==> src/rtl/hs_master_tx_if.sv <==
// Byte valid/ready link between the transmit master and the receiving slave.
// The master drives data and valid; the slave drives ready.
interface hs_master_tx_if;
    logic [7:0] M_data;
    logic       M_valid;
    logic       M_ready;

    modport master (
        output M_data,
        output M_valid,
        input  M_ready
    );

    modport slave (
        input  M_data,
        input  M_valid,
        output M_ready
    );
endinterface

==> src/rtl/hs_master_tx.sv <==
// Transmit master: producer bytes are buffered in a small circular FIFO.
// Bytes are replayed on a valid/ready link, one per cycle while ready is high.
module hs_master_tx #(
    parameter int DEPTH = 4,
    parameter int CNT_W = 16
) (
    input  logic                     clk,
    input  logic                     rst,
    input  logic [7:0]               in_data,
    input  logic                     in_valid,
    output logic                     in_ready,
    hs_master_tx_if.master           m,
    output logic [$clog2(DEPTH):0]   fifo_level,
    output logic [CNT_W-1:0]         tx_count
);
    localparam int AW = $clog2(DEPTH);
    localparam logic [AW:0]      PTR_ONE = 1;
    localparam logic [CNT_W-1:0] CNT_ONE = 1;

    typedef enum logic {
        IDLE,
        SEND
    } state_e;

    state_e           state_q;
    logic [AW:0]      wr_ptr_q;
    logic [AW:0]      rd_ptr_q;
    logic [7:0]       mem_q [DEPTH];
    logic [7:0]       data_q;
    logic             valid_q;
    logic [CNT_W-1:0] cnt_q;

    logic full;
    logic empty;
    logic wr_en;
    logic xfer;
    logic pop;
    logic [7:0] head;

    assign empty = (wr_ptr_q == rd_ptr_q);
    assign full  = (wr_ptr_q[AW] != rd_ptr_q[AW]) &&
                   (wr_ptr_q[AW-1:0] == rd_ptr_q[AW-1:0]);
    assign head  = mem_q[rd_ptr_q[AW-1:0]];

    assign wr_en = in_valid && !full;
    assign xfer  = valid_q && m.M_ready;
    // Pop whenever the output register is free or being vacated this edge.
    assign pop   = !empty && (state_q == IDLE || xfer);

    assign in_ready   = !full;
    assign fifo_level = wr_ptr_q - rd_ptr_q;
    assign tx_count   = cnt_q;
    assign m.M_data   = data_q;
    assign m.M_valid  = valid_q;

    always_ff @(posedge clk) begin
        if (wr_en) begin
            mem_q[wr_ptr_q[AW-1:0]] <= in_data;
        end
    end

    always_ff @(posedge clk or negedge rst) begin
        if (!rst) begin
            wr_ptr_q <= '0;
            rd_ptr_q <= '0;
            cnt_q    <= '0;
        end else begin
            if (wr_en) begin
                wr_ptr_q <= wr_ptr_q + PTR_ONE;
            end
            if (pop) begin
                rd_ptr_q <= rd_ptr_q + PTR_ONE;
            end
            if (xfer) begin
                cnt_q <= cnt_q + CNT_ONE;
            end
        end
    end

    always_ff @(posedge clk or negedge rst) begin
        if (!rst) begin
            state_q <= IDLE;
            valid_q <= 1'b0;
            data_q  <= '0;
        end else begin
            unique case (state_q)
                IDLE: begin
                    if (!empty) begin
                        data_q  <= head;
                        valid_q <= 1'b1;
                        state_q <= SEND;
                    end
                end
                SEND: begin
                    if (xfer) begin
                        if (!empty) begin
                            data_q <= head;
                        end else begin
                            valid_q <= 1'b0;
                            state_q <= IDLE;
                        end
                    end
                end
            endcase
        end
    end
endmodule

==> src/flat_wrapper.sv <==
// flat-port wrapper written by rule: the top's interface ports become plain ports
module hs_master_tx_flat 
#(
    parameter int DEPTH = 4,
    parameter int CNT_W = 16
)
  (clk, rst, in_data, in_valid, in_ready, fifo_level, tx_count, m_M_data, m_M_valid, m_M_ready);
  hs_master_tx_if m_i ();
  input  logic clk;
  input  logic rst;
  input  logic [7:0] in_data;
  input  logic in_valid;
  output logic in_ready;
  output logic [$clog2(DEPTH):0] fifo_level;
  output logic [CNT_W-1:0] tx_count;
  output wire logic [$bits(m_i.M_data)-1:0] m_M_data;
  output wire logic [$bits(m_i.M_valid)-1:0] m_M_valid;
  input wire logic [$bits(m_i.M_ready)-1:0] m_M_ready;
  assign m_M_data = m_i.M_data;
  assign m_M_valid = m_i.M_valid;
  assign m_i.M_ready = m_M_ready;
  hs_master_tx #(.DEPTH(DEPTH), .CNT_W(CNT_W)) u_core (.clk(clk), .rst(rst), .in_data(in_data), .in_valid(in_valid), .in_ready(in_ready), .m(m_i), .fifo_level(fifo_level), .tx_count(tx_count));
endmodule
==> config.mk <==
export PLATFORM = sky130hd
export DESIGN_NAME = hs_master_tx_flat
export DESIGN_NICKNAME = d
export VERILOG_FILES = /design/src/rtl/hs_master_tx_if.sv /design/src/rtl/hs_master_tx.sv /design/src/flat_wrapper.sv
export SDC_FILE = /design/constraint.sdc
export NUM_CORES = 1
export LEC_CHECK = 0
export ABC_AREA = 0
export CAP_MARGIN = 40
export CORE_ASPECT_RATIO = 1.1
export CORE_MARGIN = 4
export CORE_UTILIZATION = 45
export CTS_CLUSTER_SIZE = 10
export DETAILED_ROUTE_END_ITERATION = 8
export GPL_ROUTABILITY_DRIVEN = 0
export GPL_TIMING_DRIVEN = 0
export PLACE_DENSITY_LB_ADDON = 0.1
export SLEW_MARGIN = 20
export SYNTH_ARGS = -nofsm -noshare
export SYNTH_HDL_FRONTEND = slang
export SYNTH_SLANG_ARGS = --single-unit
==> constraint.sdc <==
create_clock -name clk -period 3.15 [get_ports clk]
set_input_delay 0.63 -clock clk [delete_from_list [all_inputs] [get_ports clk]]
set_output_delay 0.63 -clock clk [all_outputs]
set_load 0.02 [all_outputs]
==> flow_metrics.tcl <==
set metrics [dict create \
    cts_buffers 9 \
    drt_pass1_iterations 4 \
    drc_errors 0 \
    tns_ns 0 \
    clk_latency_ns 0.34 \
    ff2ff_path_depth 6 \
    yosys.area_share.simple_pct 6.99 \
    power_per_cell_area_nw_per_um2 988 \
    area_growth_pct 27.9 \
    avgSynthCellArea_um2 16.2 \
    seq_area_frac_synth_pct 66.9 \
    required_ns 2.52 \
    yosys_warnings 0 \
    antenna_found_initial 0 \
    layout_common_cells "39 x clkdlybuf4s50_1, 32 x dfrtp_1, 32 x edfxtp_1" \
    synthMuxAreaShare_pct 10.7 \
    maxSlewViolCount 0 \
    grt_pass1_wl_mm 7.66 \
    core_area_um2 5540 \
    path_clk_slew_ns 0.08 \
    fin_crit_sh_pct 94.3 \
    vias 1481 \
    final_nets 235 \
    cts.sinks 64 \
    htree_levels 3 \
    ys_ff_latch 64 \
    port_buffers 40 \
    hold_path.class "in2async" \
    post_cts_buffers 0 \
    maxCapViolCount 0 \
    ff2ff_setup_slack_ns 0.87 \
    die-height_um 88.2 \
    synthCells 163 \
    fp.dieW_um 80.9 \
    clockRootBuffer "clkbuf_8" \
    diodes 0 \
    cts.path.max_buffers 2 \
    status "finished clean" \
    cts_tree "done" \
    num_rows 28 \
    r2r_end "u_core.mem_q[3][7]" \
    relSlewSlack_pct 51.4 \
    cp_data_arrival_time_ns 2.34 \
    start_kind "flop" \
    wire_per_inst_um 15.9 \
    utilization_pct 60.8 \
    leakage_nw 1.31 \
    vdd_ir_drop_max_uv 500 \
    post_cts_resized 1 \
    yosysUniqueCellTypes 28 \
    netlist_area_um2 2630 \
    grt_pass1_vias 1527 \
    hold_violations 0 \
    grt_max_degree 33 \
    grt_use_total_pct 15.1 \
    vias_per_cell 5.04 \
    max_clock_freq_mhz 337 \
    drt_iter0_markers 61 \
    r2r_start "u_core.rd_ptr_q[1]" \
    finalNonFillerCells 294 \
    place_inst 278 \
    synth_xor_area_share_pct 7.27 \
    critPathMaxFanout 9 \
    grt-ovfl-total 0 \
    synth_compound_area_share_pct 1.95 \
    ioPinCount 41 \
    initial_core_util_pct 47.6 \
    drive_gt1_share_pct 18.3 \
    critPathKind "reg2out" \
    final-setup-viol-count 0 \
    period_minus_slack_ns 2.97 \
    die-area_um2 7140 \
    hold_buffers 0 \
    syn_nets 184 \
    final_common_cell "clkdlybuf4s50_1" \
    tightest_slew_ns 0.730 \
    dp_hpwl_mm 3.14 \
    n_fill_cell 453 \
    wl_mm 4.67 \
    synth_top_family_by_area "multiplexers" \
    synthAdderAreaFrac_pct 4.56 \
    ant_nets 0 \
    critPathCaptureType "output port" \
    rsz0062_at_grt "false" \
    final.setup_skew_ns 0.00802 \
]
report_power, final:
group	switching [mW]	leakage, nW	internal, mW	total, mW
Sequential	0.134	0.696	1.11	1.25
Clock	0.324	0.117	0.527	0.851
Combinational	0.619	0.496	0.607	1.23
Total	1.08	1.31	2.25	3.33
Yosys cell counts:
cell type	number	area share [%]
buf_2	1	0.19
nor3_1	2	0.38
xnor2_2	1	0.62
edfxtp_1	32	37
and3_1	2	0.48
and2_1	5	1.2
o21a_1	1	0.29
mux2_2	9	3.8
xnor2_1	14	4.7
nor3_2	1	0.38
or2_2	1	0.24
mux4_2	8	6.8
buf_6	1	0.43
xor2_1	6	2.0
nand3_1	6	1.1
ha_1	8	3.8
nand4_1	3	0.71
inv_1	6	0.86
o21ai_0	3	0.57
dfrtp_1	32	30
a32oi_2	1	0.62
a21oi_1	1	0.19
nand2_1	12	1.7
clkbuf_1	1	0.14
a21o_1	1	0.29
fa_1	1	0.76
and4_1	1	0.33
nor2_1	3	0.43
worst max path at each step:
stage	slack, ns	endpoint	from
after detailed placement	0.28	in_ready	u_core.rd_ptr_q[1]
final	0.18	in_ready	u_core.rd_ptr_q[1]
after floorplan	1.03	in_ready	u_core.rd_ptr_q[1]
after global placement	0.28	in_ready	u_core.rd_ptr_q[1]
after global routing	0.008	in_ready	u_core.rd_ptr_q[1]
after CTS	0.13	in_ready	u_core.rd_ptr_q[1]
worst max-delay path, cell delays in order (launching register included):
cell,delay (ns)
dfrtp_1,0.39
clkbuf_2,0.28
inv_1,0.09
ha_1,0.35
nand2_1,0.08
or2_2,0.27
clkdlybuf4s50_1,0.54
cells by family after synthesis:
family	after synthesis
DFF	64
and+or+nand+nor	36
xor gates and xnor gates	21
muxes	17
buffers and inverters	9
adders and majority gates	9
AOI/OAI and AO/OA	7
final cells by class:
type	count	area, µm²	area share, %
Buffer	3	21.3	0.632
Clock buffer	9	124	3.68
Clock inverter	7	119	3.53
Inverter	6	22.5	0.669
Multi-Input combinational cell	90	828	24.6
Sequential cell	64	1760	52.3
Tap cell	75	93.8	2.79
Timing Repair Buffer	40	395	11.7
metrics by stage:
stage / power, mW / area [µm²] / hold slack [ns] / setup slack (ns)
after global routing: 3.53 / 3370 / 0.390 / 0.00846
after detailed placement: 2.51 / 3120 / 0.471 / 0.277
final: 3.33 / 3370 / 0.341 / 0.181
after floorplan: 2.01 / 2630 / 0.334 / 1.03
after CTS: 3.38 / 3370 / 0.363 / 0.133
after global placement: 2.47 / 3130 / 0.462 / 0.277
registers in the layout, indices dropped and copies added (netlist names):
register          flops
u_core.wr_ptr_q       3
u_core.tx_count      16
u_core.rd_ptr_q       3
u_core.m.M_data       8
u_core.state_q        1
u_core.m.M_valid      1
u_core.mem_q         32
routing by layer:
metal  wire, µm  share of wire (%)  vias up  GRT usage [%]
met5          0                  0        -              0
met4         93                2.0        0           7.83
met3        217                4.6        9           4.58
met2       2330                 50       36           24.7
met1       2030                 43      745           18.1
li1           -                  -      691              -
Note: power is estimated with default switching activity, not from simulation.
